==> src/rtl/alu_seq.sv <==
// Handshaked sequential ALU: single-cycle logic/arith/shift/compare ops plus
// an iterative radix-2 shift-add multiply, with a registered result.
module alu_seq #(
    parameter int WIDTH = 32,
    localparam int SHW = $clog2(WIDTH)
) (
    input  logic             clk,
    input  logic             rst,
    input  logic             in_valid,
    output logic             in_ready,
    input  logic [WIDTH-1:0] source1,
    input  logic [WIDTH-1:0] source2,
    input  logic [3:0]       oper,
    output logic             out_valid,
    input  logic             out_ready,
    output logic [WIDTH-1:0] res,
    output logic             zero,
    output logic             busy
);

    typedef enum logic [1:0] {
        IDLE = 2'd0,
        MUL  = 2'd1,
        DONE = 2'd2
    } state_t;

    localparam logic [3:0] OP_MUL = 4'b1001;

    state_t           state, state_nxt;
    logic             accept;
    logic             is_mul;
    logic             mul_last;
    logic [WIDTH-1:0] op_res;
    logic [WIDTH-1:0] acc, acc_nxt;
    logic [WIDTH-1:0] mcand;
    logic [WIDTH-1:0] mplier;
    logic [SHW-1:0]   cnt;

    function automatic logic [WIDTH-1:0] alu_op(
        input logic [3:0]       op,
        input logic [WIDTH-1:0] a,
        input logic [WIDTH-1:0] b
    );
        logic signed [WIDTH-1:0] a_s;
        logic signed [WIDTH-1:0] b_s;
        logic [SHW-1:0]          sh;
        a_s = $signed(a);
        b_s = $signed(b);
        sh  = b[SHW-1:0];
        case (op)
            4'b0000: alu_op = a + b;
            4'b1000: alu_op = a - b;
            4'b0001: alu_op = a << sh;
            4'b0010: alu_op = WIDTH'(a_s < b_s);
            4'b0011: alu_op = WIDTH'(a < b);
            4'b0100: alu_op = a ^ b;
            4'b0101: alu_op = a >> sh;
            4'b1101: alu_op = $unsigned(a_s >>> sh);
            4'b0110: alu_op = a | b;
            4'b0111: alu_op = a & b;
            default: alu_op = '0;
        endcase
    endfunction

    assign in_ready  = (state == IDLE) || ((state == DONE) && out_ready);
    assign accept    = in_valid && in_ready;
    assign is_mul    = (oper == OP_MUL);
    assign mul_last  = (state == MUL) && (cnt == SHW'(WIDTH - 1));
    assign acc_nxt   = acc + (mplier[0] ? mcand : '0);
    assign op_res    = alu_op(oper, source1, source2);
    assign out_valid = (state == DONE);
    assign busy      = (state == MUL);

    always_ff @(posedge clk or posedge rst) begin
        if (rst) begin
            state <= IDLE;
        end else begin
            state <= state_nxt;
        end
    end

    always_comb begin
        state_nxt = state;
        case (state)
            IDLE: begin
                if (accept) begin
                    state_nxt = is_mul ? MUL : DONE;
                end
            end
            MUL: begin
                if (mul_last) begin
                    state_nxt = DONE;
                end
            end
            DONE: begin
                if (out_ready) begin
                    state_nxt = accept ? (is_mul ? MUL : DONE) : IDLE;
                end
            end
            default: state_nxt = IDLE;
        endcase
    end

    // Result register and multiply datapath; one multiplier bit retired per MUL cycle
    always_ff @(posedge clk or posedge rst) begin
        if (rst) begin
            res    <= '0;
            zero   <= 1'b0;
            acc    <= '0;
            mcand  <= '0;
            mplier <= '0;
            cnt    <= '0;
        end else if (accept) begin
            if (is_mul) begin
                mcand  <= source1;
                mplier <= source2;
                acc    <= '0;
                cnt    <= '0;
            end else begin
                res  <= op_res;
                zero <= (op_res == '0);
            end
        end else if (state == MUL) begin
            acc    <= acc_nxt;
            mcand  <= mcand << 1;
            mplier <= mplier >> 1;
            cnt    <= cnt + SHW'(1);
            if (mul_last) begin
                res  <= acc_nxt;
                zero <= (acc_nxt == '0);
            end
        end
    end

endmodule

==> config.mk <==
export PLATFORM = sky130hd
export DESIGN_NAME = alu_seq
export DESIGN_NICKNAME = d
export VERILOG_FILES = /design/src/rtl/alu_seq.sv
export SDC_FILE = /design/constraint.sdc
export NUM_CORES = 1
export LEC_CHECK = 0
export ABC_AREA = 1
export CELL_PAD_IN_SITES_DETAIL_PLACEMENT = 1
export CELL_PAD_IN_SITES_GLOBAL_PLACEMENT = 1
export CORE_MARGIN = 3
export CORE_UTILIZATION = 30
export DETAILED_ROUTE_END_ITERATION = 10
export PLACE_DENSITY = 0.73
export SETUP_SLACK_MARGIN = 0.05
export SLEW_MARGIN = 15
export SYNTH_ARGS = -nofsm -noshare
export SYNTH_HDL_FRONTEND = slang
export SYNTH_SLANG_ARGS = --single-unit
==> constraint.sdc <==
create_clock -name clk -period 9.95 [get_ports clk]
set_input_delay 1.4925 -clock clk [delete_from_list [all_inputs] [get_ports clk]]
set_output_delay 1.4925 -clock clk [all_outputs]
set_load 0.01 [all_outputs]
Word-level counts from Yosys, hierarchy flattened
Index checks and enable logic that the tools add are counted.
{"block": "op_classes", "n_addsub": 4, "magnitude_cmp": 2, "n_eq_ne": 18, "shifts": 3, "n_mux": 28, "bitwise": 3, "n_reduce_logical": 13}
{"cell": "$mux W32", "count": 14}
{"cell": "$pmux W32 S10", "count": 1}
{"cell": "$add A32 B32 Y32", "count": 2}
{"cell": "$logic_not A32 Y1", "count": 2}
{"cell": "$lt A32 B32 Y1", "count": 2}
{"cell": "$and A32 B32 Y32", "count": 1}
{"cell": "$or A32 B32 Y32", "count": 1}
{"cell": "$shl A32 B5 Y32", "count": 1}
{"cell": "$shr A32 B5 Y32", "count": 1}
{"cell": "$sshr A32 B5 Y32", "count": 1}
{"cell": "$sub A32 B32 Y32", "count": 1}
{"cell": "$xor A32 B32 Y32", "count": 1}
{"cell": "$eq A4 B3 Y1 const B", "count": 4}
{"cell": "$mux W5", "count": 3}
{"cell": "$eq A4 B4 Y1 const B", "count": 3}
{"cell": "$mux W2", "count": 5}
{"cell": "$eq A4 B2 Y1 const B", "count": 2}
{"cell": "$ne A2 B1 Y1 const B", "count": 3}
{"cell": "$pmux W2 S3", "count": 1}
{"cell": "$reduce_and A3 Y1", "count": 2}
{"cell": "$add A5 B1 Y5 const B", "count": 1}
{"cell": "$eq A5 B5 Y1 const B", "count": 1}
{"cell": "$eq A4 B1 Y1 const B", "count": 1}
{"cell": "$logic_not A4 Y1", "count": 1}
{"cell": "9 further kinds", "count": 16}
{"block": "totals", "register_bits": 136, "input_bits": 72, "output_inout_bits": 36, "elab_cells": 78}

Logic depth before layout (Yosys ltp)
{"block": "logic_depth", "word_depth": 7, "depth_mapped": 26, "mapped_depth_nobuf": 22}

Worst setup path before layout
OpenSTA, ideal clock, no wires.
{"block": "synth_timing", "path_kind": "input -> register", "startpoint": "input source2[4]", "endpoint": "register zero", "setup_time_ps": 73, "t_arrival_ps": 3992, "required_ps": 9877, "path_slack_ps": 5885, "stages": 21, "path_buffers": 4, "path_cell_list": "buf_2 -> clkinv_1 -> buf_2 -> buf_1 -> ha_1 -> clkbuf_2 -> nor2_1 -> nand3_1 -> nand2_1 -> nand2_1 -> nand3_1 -> nand2_1 -> a21oi_1 -> nor2_1 -> nor2_1 -> nand2_1 -> nor2_1 -> nand2_1 -> nor2_1 -> nand3_1 -> a21oi_2"}
{"block": "synth_between", "elab_chain_len": 5, "elab_cells_between_ends": 14, "cone_classes": "add/sub: 2; order compare: 2; shift: 3; mux: 3; bitwise: 3; reduce/logical: 1"}
{"item": "start, declared", "line": "12", "text": "input logic [WIDTH-1:0] source2,"}
{"item": "$sub A32 B32 Y32, or another cell as far along", "line": "52", "text": "4'b1000: alu_op = a - b;"}
{"item": "$pmux W32 S10 *", "line": "50", "text": "case (op)"}
{"item": "$logic_not A32 Y1 *", "line": "121", "text": "zero <= (op_res == '0);"}
{"item": "$mux W1 *", "line": "114", "text": "if (is_mul) begin"}
{"item": "$mux W1 *", "line": "113", "text": "end else if (accept) begin"}
{"item": "end signal, assigned", "line": "121"}
{"item": "end signal, assigned", "line": "130", "text": "zero <= (acc_nxt == '0);"}
{"item": "end, declared", "line": "17", "text": "output logic zero,"}
Mark *: on every way between the ends. The rest lies on a longest branch, timed or not. The select of a mux whose other input is x is not followed.
A chain may end at the register's enable or synchronous reset.

Worst setup path after layout
{"block": "layout_timing", "startpoint": "input source2[2]", "endpoint": "register zero"}
Same word-level chain as after synthesis.

==> results.tsv <==
metric	value	unit
synth_fp_nets	3540	
cts_resized	0	
firstDrtPassIters	5	
initial_core_util	30.6	%
first_iter_violations	1843	
vias	22500	
rows	90	
worstReg2RegStart	mplier[0]$_DFFE_PP0P_	
layout.nets	3551	
yosys_most_used_dff	dfrtp_1	
p_total	4.12	mW
max-vdd-ir-drop	0.140	mV
die_y	255	um
finalSetupTns	0	ps
maxCapViolCount	0	
cts_tree	done	
p_leak	11.2	nW
synth-seq-cells	136	
syn_area	18600	um2
syn-mean-instance-area	5.58	um2
place.port_buffers	107	
clock_latency	500	ps
p_sw_share	52.3	%
placedInstanceArea	20200	um2
cts.clk_slew.worst_paths	70	ps
yosysWarnings	0	
synth_cells	3332	
worst_slew_pin_slew	870	ps
dp_hpwl	73.8	mm
crit_path_start_kind	input pin	
cts-htree-levels	4	
hp-start	res[2]$_DFFE_PP0P_	
grt_antenna_before_repair	0	
wire_per_inst	22.1	um
pwr-share-seq	24.2	%
fmax	0.197	GHz
drv_slew	0	
min_path_type	reg -> reg	
clock_skew	22.6	ps
grt_start_max_net_pins	111	
r2r_cells	19	
cts_root_buf	clkbuf_16	
fill_cells	8238	
combPwrFrac	59.2	%
setup_violations	0	
final_hold_viol_count	0	
grt_pass1_wl	136	mm
grt_pass1_vias	21800	
r2r_end	zero$_DFFE_PP0P_	
drive_gt1_share	4.20	%
route.detailed.drc	0	
ant_nets	0	
reg2reg_slack	6240	ps
area.growth.synth_to_final	11.6	%
place.gp.congestion	0.989	
min_to	res[2]$_DFFE_PP0P_	
cp_max_fo	45	
hold_buffers	0	
pin_count	108	
required	10370	ps
die_w	255	um
rsz0062_at_grt	no	
grt_use_total	27.9	%
async_flop_share	100	%
internal_power	1.96	mW
postLayoutCellArea	20700	um2
cts_buffers	17	
clock_tree.buffer_depth	2	
pwr-share-clk	16.6	%
totalWireLength	91.4	mm
die_area	65000	um2
crit_path_end_kind	flop	
crit_type	in -> reg	
maxSlewHeadroom	42.0	%
grt_overflow	0	
power.density	199	nW/um2
finalCritPeriodShare	51.1	%
cts_setup_buffers	0	
antenna_cells	0	
cp_data_arrival_time	5500	ps
hold_ws	488	ps
min_path_cells	2	
netSwitchingPower	2.15	mW
synth_edf_count	0	
viasPerCell	5.43	
core	60800	um2
cts_sinks	136	
period_needed	5080	ps
status	finished clean	
synth_cell_types	54	
ys_seq_area_share	18.3	%
critical path, stage by stage:
cell	delay, ps
buf_2	100
buf_4	200
inv_2	580
buf_4	480
ha_1	410
inv_2	110
nand2_1	70
nand2_1	150
nand3_1	110
nand2_1	130
nand2_1	90
nand3_1	210
nand2_1	170
a21oi_1	170
nor2_1	60
nor2_1	240
nand2_1	90
nor2_1	120
nand2_1	60
nor2_1	160
nand3_1	110
a21oi_2	160
routing by layer:
layer | share of wire, % | wire [um] | track usage [%]
met3 | 6.8 | 6240 | 4.78
met2 | 42 | 38500 | 42.0
met5 | 0 | 0 | 0
met4 | 4.2 | 3860 | 11.4
met1 | 47 | 42800 | 39.3
synthesized netlist by cell type (18+ instances only):
master,n,share of area [%]
a21oi_1,141,3.8
a31oi_1,76,2.6
buf_2,59,1.6
clkbuf_1,51,1.0
dfrtp_1,136,18
ha_1,133,9.0
inv_1,397,8.0
inv_2,18,0.36
nand2_1,1133,23
nand2_2,26,0.88
nand3_1,452,12
nand4_1,35,1.2
nor2_1,345,7.0
nor3_1,30,0.81
o21ai_0,106,2.9
cells by family (layout without fill, tap and decap cells):
group                      count (synthesis)  after routing  synth area share [%]
and+or+nand+nor                         2068           2068                  46.8
buffers and inverters                    563            587                  12.2
AOI/OAI and AO/OA                        418            418                  12.9
adders and majority gates                136            136                  9.28
DFF                                      136            136                  18.3
xor gates and xnor gates                  11             11                 0.518
per-stage QoR:
step | setup WS [ps] | std cells | utilization (%)
after detailed placement | 4540 | 4106 | 33.1
after CTS | 5040 | 4138 | 34.1
after floorplan | 4820 | 3332 | -
after global routing | 4660 | 4138 | 34.1
final | 4870 | 4138 | 34.1
after global placement | 4600 | 4106 | 33.1
power groups by stage:
stage / Combinational, mW / Sequential, mW / Clock (mW)
after floorplan: 1.52 / 0.963 / 0
after global placement: 2.34 / 1.00 / 0
after detailed placement: 2.39 / 1.00 / 0
after CTS: 2.40 / 0.996 / 0.697
after global routing: 2.70 / 1.03 / 0.711
final: 2.44 / 0.998 / 0.684
cells in the final DEF, fill, tap and decap left out, types with 5 or more instances in the layout:
| cell type | n |
|---|---|
| a21oi_1 | 141 |
| a22o_1 | 12 |
| a31oi_1 | 76 |
| and2_1 | 8 |
| buf_4 | 26 |
| clkbuf_16 | 17 |
| clkdlybuf4s50_1 | 103 |
| dfrtp_1 | 136 |
| ha_1 | 133 |
| inv_1 | 396 |
| inv_2 | 18 |
| inv_6 | 7 |
| nand2_1 | 1132 |
| nand2_2 | 26 |
| nand3_1 | 452 |
| nand3_2 | 6 |
| nand4_1 | 35 |
| nor2_1 | 344 |
| nor2_2 | 6 |
| nor3_1 | 30 |
| nor4_1 | 5 |
| o211ai_1 | 12 |
| o21ai_0 | 106 |
| o21ai_1 | 17 |
| o21bai_1 | 14 |
| o22ai_1 | 17 |
| or2_2 | 7 |
| xor2_1 | 8 |
sequential cells by signal, indices dropped and copies added (netlist names):
name	count
acc	32
cnt	5
mcand	32
mplier	32
res	32
state	2
zero	1
area by class of cell:
| cell class | count | area, um2 | area share (%) |
|---|---|---|---|
| Inverter | 421 | 1590 | 7.68 |
| Sequential cell | 136 | 3400 | 16.4 |
| Multi-Input combinational cell | 2633 | 12900 | 62.3 |
| Clock buffer | 19 | 443 | 2.14 |
| Tap cell | 782 | 978 | 4.72 |
| Timing Repair Buffer | 134 | 1260 | 6.06 |
| Clock inverter | 13 | 134 | 0.646 |
how the worst max path moves through the flow:
stage                          start                  to  slack, ps  depth (start not counted)
after detailed placement  source2[2]    zero$_DFFE_PP0P_       4540                         22
after floorplan                  rst  acc[0]$_DFFE_PP0P_       4820                          1
after global placement    source2[2]    zero$_DFFE_PP0P_       4600                         22
after global routing      source2[2]    zero$_DFFE_PP0P_       4660                         22
after CTS                 source2[2]    zero$_DFFE_PP0P_       5040                         22
final                     source2[2]    zero$_DFFE_PP0P_       4870                         22
Note: power is estimated with default switching activity, not from simulation.
